File: config.mk
export PLATFORM = sky130hd
export DESIGN_NAME = dbus_wb_master
export DESIGN_NICKNAME = d
export VERILOG_FILES = /design/src/rtl/dbus_wb_master.sv
export SDC_FILE = /design/constraint.sdc
export NUM_CORES = 1
export LEC_CHECK = 0
export BUFFER_PORTS_ARGS = -buffer_cell sky130_fd_sc_hd__buf_2
export CAP_MARGIN = 5
export CORE_MARGIN = 2
export CORE_UTILIZATION = 43
export DETAILED_ROUTE_END_ITERATION = 10
export GPL_ROUTABILITY_DRIVEN = 0
export PLACE_DENSITY_LB_ADDON = 0.1
export SLEW_MARGIN = 15
export SYNTH_ARGS = -nofsm -noshare
export SYNTH_HDL_FRONTEND = slang
export SYNTH_SLANG_ARGS = --single-unit
File: constraint.sdc
create_clock -name wb_clk_i -period 1.7 [get_ports wb_clk_i]
set_input_delay 0.34 -clock wb_clk_i [delete_from_list [all_inputs] [get_ports wb_clk_i]]
set_output_delay 0.34 -clock wb_clk_i [all_outputs]
set_load 0.01 [all_outputs]
File: src/rtl/dbus_wb_master.sv
// Bridges the CPU data-memory port onto Wishbone: one single-beat transfer at a
// time, with the CPU stalled until the slave acks or the wait budget runs out.
module dbus_wb_master #(
  parameter logic [15:0] TIMEOUT  = 16'd255,
  parameter logic [31:0] ERR_DATA = 32'h0000_0000
) (
  input  logic        wb_clk_i,
  input  logic        wb_rst_i,
  input  logic        cpu_req_i,
  input  logic        cpu_we_i,
  input  logic [31:0] cpu_addr_i,
  input  logic [31:0] cpu_wdata_i,
  input  logic [3:0]  cpu_sel_i,
  input  logic        flush_i,
  output logic        cpu_stall_o,
  output logic [31:0] cpu_rdata_o,
  output logic        cpu_err_o,
  output logic        wb_cyc_o,
  output logic        wb_stb_o,
  output logic        wb_we_o,
  output logic [31:0] wb_adr_o,
  output logic [31:0] wb_dat_o,
  output logic [3:0]  wb_sel_o,
  input  logic [31:0] wb_dat_i,
  input  logic        wb_ack_i
);

  typedef enum logic [1:0] {
    S_IDLE = 2'd0,
    S_BUS  = 2'd1,
    S_DONE = 2'd2
  } state_t;

  state_t      r_state;
  logic [15:0] r_cnt;
  logic [15:0] w_cnt_last;
  logic        w_accept;

  // A zero budget behaves like a budget of one wait cycle.
  assign w_cnt_last  = (TIMEOUT == 16'd0) ? 16'd0 : (TIMEOUT - 16'd1);
  assign w_accept    = (r_state == S_IDLE) && cpu_req_i && !flush_i;
  assign cpu_stall_o = w_accept || (r_state == S_BUS);

  // Transfer sequencer; cpu_err_o doubles as the timeout flag held through DONE.
  always_ff @(posedge wb_clk_i or negedge wb_rst_i) begin
    if (!wb_rst_i) begin
      r_state     <= S_IDLE;
      r_cnt       <= 16'd0;
      wb_cyc_o    <= 1'b0;
      wb_stb_o    <= 1'b0;
      wb_we_o     <= 1'b0;
      wb_adr_o    <= 32'd0;
      wb_dat_o    <= 32'd0;
      wb_sel_o    <= 4'd0;
      cpu_rdata_o <= 32'd0;
      cpu_err_o   <= 1'b0;
    end else begin
      case (r_state)
        S_IDLE: begin
          cpu_err_o <= 1'b0;
          if (w_accept) begin
            wb_cyc_o <= 1'b1;
            wb_stb_o <= 1'b1;
            wb_we_o  <= cpu_we_i;
            wb_adr_o <= cpu_addr_i;
            wb_dat_o <= cpu_wdata_i;
            wb_sel_o <= cpu_sel_i;
            r_cnt    <= 16'd0;
            r_state  <= S_BUS;
          end else begin
            wb_cyc_o <= 1'b0;
            wb_stb_o <= 1'b0;
          end
        end
        S_BUS: begin
          // flush_i is deliberately ignored here: a started store must land.
          if (wb_ack_i) begin
            wb_cyc_o    <= 1'b0;
            wb_stb_o    <= 1'b0;
            wb_we_o     <= 1'b0;
            cpu_rdata_o <= wb_we_o ? 32'd0 : wb_dat_i;
            r_state     <= S_DONE;
          end else if (r_cnt == w_cnt_last) begin
            wb_cyc_o    <= 1'b0;
            wb_stb_o    <= 1'b0;
            cpu_rdata_o <= ERR_DATA;
            cpu_err_o   <= 1'b1;
            r_state     <= S_DONE;
          end else begin
            r_cnt <= r_cnt + 16'd1;
          end
        end
        S_DONE: begin
          cpu_err_o <= 1'b0;
          r_state   <= S_IDLE;
        end
        default: begin
          wb_cyc_o  <= 1'b0;
          wb_stb_o  <= 1'b0;
          cpu_err_o <= 1'b0;
          r_state   <= S_IDLE;
        end
      endcase
    end
  end

endmodule

Word level (Yosys, flattened, before mapping). Index checks and enable logic that the tools add are counted.

Register bits: 121. Input bits: 106. Output and inout bits: 105. Word-level logic and storage cells: 55.

$add $sub $neg: 1. Equal/unequal tests: 9. Multiplexer cells: 21. Bitwise logic cells: 1. Reductions and logical operators: 14.

Operators by type and width (number): $mux W32 (3); $mux W16 (3); $pmux W16 S2 (1); $add A16 B1 Y16 const B (1); $eq A16 B8 Y1 const B (1); $reduce_and A2 Y1 (5); $mux W1 (8); $ne A2 B2 Y1 const B (4); $mux W2 (3); $pmux W2 S2 (1); $reduce_and A4 Y1 (1); $reduce_bool A2 Y1 (2); $ne A3 B2 Y1 const B (1); $pmux W1 S3 (1); $reduce_and A3 Y1 (1); $eq A2 B1 Y1 const B (1); $eq A2 B2 Y1 const B (1); $logic_and A1 B1 Y1 (2); $logic_not A2 Y1 (1); $ne A2 B1 Y1 const B (1); $pmux W1 S2 (1); $logic_not A1 Y1 (1); $logic_or A1 B1 Y1 (1); $not A1 Y1 (1).

Depth between registers and ports, before layout.
Word-level depth: 5. Depth in mapped cells: 8. Mapped depth without buffers: 7.

Worst setup path before layout. Ideal clock, no wire load.

Path type: reg-to-output. Start point: register r_state[0]. End point: output cpu_stall_o. Data arrival time: 1.529 ns. Setup slack: -0.169 ns. Stages on the path, launching flop included: 5. Buffers on the path: 2. Cells stage by stage: dfrtp_1 or4b_2 clkbuf_1 clkbuf_1 nand2_1.

Word-level cells in the longest chain between the ends: 4.

RTL lines: start: declaration (line 34) `state_t r_state;`; start signal: assignment (line 47) `r_state <= S_IDLE;`; start signal: assignment (line 69) `r_state <= S_BUS;`; start signal: assignment (line 82) `r_state <= S_DONE;`; $logic_not A2 Y1 (line 41) `assign w_accept = (r_state == S_IDLE) && cpu_req_i && !flush_i;`; $logic_and A1 B1 Y1 (2 in a row) (line 41); $logic_or A1 B1 Y1 (*) (line 42) `assign cpu_stall_o = w_accept || (r_state == S_BUS);`; end: declaration (line 15) `output logic cpu_stall_o,`.

Every way passes the cells marked *; elsewhere a longest branch is shown, timed or not.

Worst setup path in the final report. Same ends and word-level chain as after synthesis.

==> results_dict.tcl <==
set metrics [dict create \
    setup_violations 15 \
    required_ps 1360 \
    path_cells "or4b_4 -> nand2_4 -> buf_6" \
    drtIter0Drc 221 \
    period_minus_slack_ps 1840 \
    synthAdderAreaFrac_pct 0.505 \
    path_clk_slew_ps 60 \
    via_per_inst 5.02 \
    dp_hpwl_um 9210 \
    cts_buffer_depth 2 \
    routedWlPerCell_um 16.0 \
    synth_cell_types 50 \
    die_y_um 111 \
    synth.avg_cell_area_um2 10.0 \
    synthMuxAreaShare_pct 0.202 \
    drtAntennaViolNets 0 \
    hold_viol 0 \
    die_area_um2 12400 \
    fin_total_pwr_mw 10.3 \
    die_w_um 111 \
    maxSlewHeadroom_pct 69.7 \
    synthFlopType "dfrtp_1" \
    grt_pass1_vias 4497 \
    coreArea_um2 11300 \
    outcome "complete, but fails checks" \
    synth_compound_area_share_pct 11.9 \
    cpMaxStageDelayCell "or4b_4" \
    start_kind "flip-flop" \
    antenna_found_initial 0 \
    synth_top_family_by_area "simple AND/OR/NAND/NOR gates" \
    endpoint_kind "primary output" \
    grt_max_degree 70 \
    async_reset_ff_share_pct 100 \
    p_leak_nw 4.01 \
    powerDensity_nw_per_um2 1380 \
    violations "negative setup slack" \
    numPortBuffers 210 \
    rr_worst_depth 8 \
    cp.arrival_ps 1500 \
    maxCapViolCount 0 \
    drt-total-wl_um 14400 \
    worstSetupPathType "flip-flop to primary output" \
    ir_drop_uv 988 \
    layout-drive-gt1-share_pct 43.9 \
    slowest_delay_ps 550 \
    fin_cells 901 \
    path_buf_inv 1 \
    worst_pin_slew_ps 454 \
    final.fill_count 910 \
    fmax_ghz 0.545 \
    dp_cells 852 \
    num_vias 4524 \
    hp-class "primary input to flip-flop" \
    syn_nets 602 \
    crit_path_max_fanout 2 \
    final_common_cell "nand2_1" \
    remaining_drc_errors 0 \
    clock_latency_ps 410 \
    path_delay_family "simple AND/OR/NAND/NOR gates" \
    htreeDepth 4 \
    rows 39 \
    netlist_instances 494 \
    synthXorXnorAreaFrac_pct 0 \
    numCtsBuffers 17 \
    worstHoldEndpoint "wb_adr_o[1]" \
    slew_viol_final 0 \
    root_buffer "clkbuf_16" \
    seq_area_frac_synth_pct 61.2 \
    worstHoldPathCells 3 \
    r2r-start "r_cnt[0]" \
    synth-seq-cells 121 \
    num_antenna_cells 0 \
    synth_edf_count 0 \
    synth_simple_gate_area_share_pct 22.7 \
    grt_first_pass_wirelength_um 22100 \
    track_usage_pct 22.4 \
    rrSetupSlack_ps -40 \
    finalClockSkew_ps 7.50 \
    ys_warn_count 0 \
    finalWorstSetupSlack_ps -136 \
    finalCritPeriodShare_pct 108 \
    cts_num_sinks 121 \
    io_pins 211 \
    start_util_pct 43.7 \
    rsz0062_at_grt "yes" \
    worstHoldStart "cpu_addr_i[1]" \
    nNetsFinal 853 \
    drt_pass1_iterations 4 \
    timing.rr.end "r_cnt[0]" \
    cts_tree "done" \
    layout_common_cells "216 x nand2_1, 208 x buf_2, 117 x dfrtp_1" \
    netlist_area_um2 4950 \
    syn_to_final_growth_pct 50.5 \
    grt_overflow 0 \
]
## per-stage QoR
stage                     util [%]  setup slack [ps]  hold WS, ps  setup TNS [ps]  cell area [um2]
after global routing          65.8              -195          111           -2000             7450
after CTS                     62.4              -161          104            -285             7070
after global placement        56.2              29.7          386               0             6370
final                         65.8              -136          117            -342             7450
after floorplan                  -              51.8         44.4               0             4980
after detailed placement      56.2             -48.0          395            -898             6370
## routing by layer
layer	GRT usage (%)	part of all wire (%)
met5	0	0
met4	7.57	1.6
met3	7.98	7.2
met2	36.2	48
met1	28.2	43
## flip-flops by register name, indices dropped and copies added, names as in the netlist
signal and cells:
cpu_rdata_o 32, wb_adr_o 32, wb_dat_o 32, r_cnt 16, wb_sel_o 4, r_state 2, cpu_err_o 1, wb_stb_o 1
wb_we_o 1
## final cells by class
cell class / count / area (um2) / area share (%)
well taps: 143 / 179 / 2.40
clock buffers: 25 / 505 / 6.78
repair buffers: 259 / 1590 / 21.3
inverters: 8 / 37.5 / 0.504
multi-input cells: 337 / 2010 / 27.0
clock inverters: 7 / 88.8 / 1.19
repair inverters: 1 / 7.51 / 0.101
flip-flops and latches: 121 / 3030 / 40.7
## where the power goes
group	switching (mW)	internal (mW)	total, mW
Combinational	1.40	1.26	2.67
Sequential	0.445	3.61	4.06
Clock	1.23	2.34	3.58
## repair_timing
| action | CTS | global route |
|---|---|---|
| gates resized for setup | 11 | 43 |
| gates cloned | 1 | 5 |
| setup buffers | 6 | 4 |
| hold endpoints to repair | 121 | 0 |
| pin swaps | 6 | 40 |
| hold buffers | 1 | 0 |
| setup endpoints to repair | 41 | 52 |
## how the worst max path moves through the flow
stage | startpoint | endpoint | slack, ps | depth (start not counted)
after floorplan | r_cnt[0] | cpu_rdata_o[0] | 50 | 8
after global placement | r_cnt[0] | r_cnt[14] | 30 | 7
after detailed placement | r_cnt[0] | cpu_rdata_o[7] | -50 | 7
after CTS | r_state[0] | cpu_stall_o | -160 | 3
after global routing | r_state[0] | cpu_stall_o | -190 | 3
final | r_state[0] | cpu_stall_o | -140 | 3
## cells in the mapped netlist (all sizes together) (3+ instances only)
cell type    n  area share [%]
nand2      217              16
dfrtp      121              61
a22o        32             5.7
clkbuf      19             1.4
a31oi       12             1.5
buf          9             1.5
inv          8            0.61
nand3        7            0.71
nor2         7            0.53
o21ai        7            0.93
nand4        5             1.2
nor4         4            0.63
o211ai       4            0.61
a21oi        3            0.53
and4         3            0.53
o21a         3            0.45
or3          3            0.38
## cell families (layout without fill, tap and decap cells)
kind of cell / after synthesis / in the layout
adders and majority gates: 2 / 2
buffers and inverters: 36 / 300
DFF: 121 / 121
muxes: 1 / 1
AOI/OAI and AO/OA: 73 / 73
and+or+nand+nor: 261 / 261
## worst reg2reg max path, delay by kind of cell (launching register included)
family                   cells  cell delay, ps
AO/OA/AOI/OAI                2             400
adder cells (fa/ha/maj)      1             130
buffers and inverters        3             480
flip-flops                   1             390
AND/OR/NAND/NOR              2             280
No activity file was read; power rests on OpenSTA's default activity.
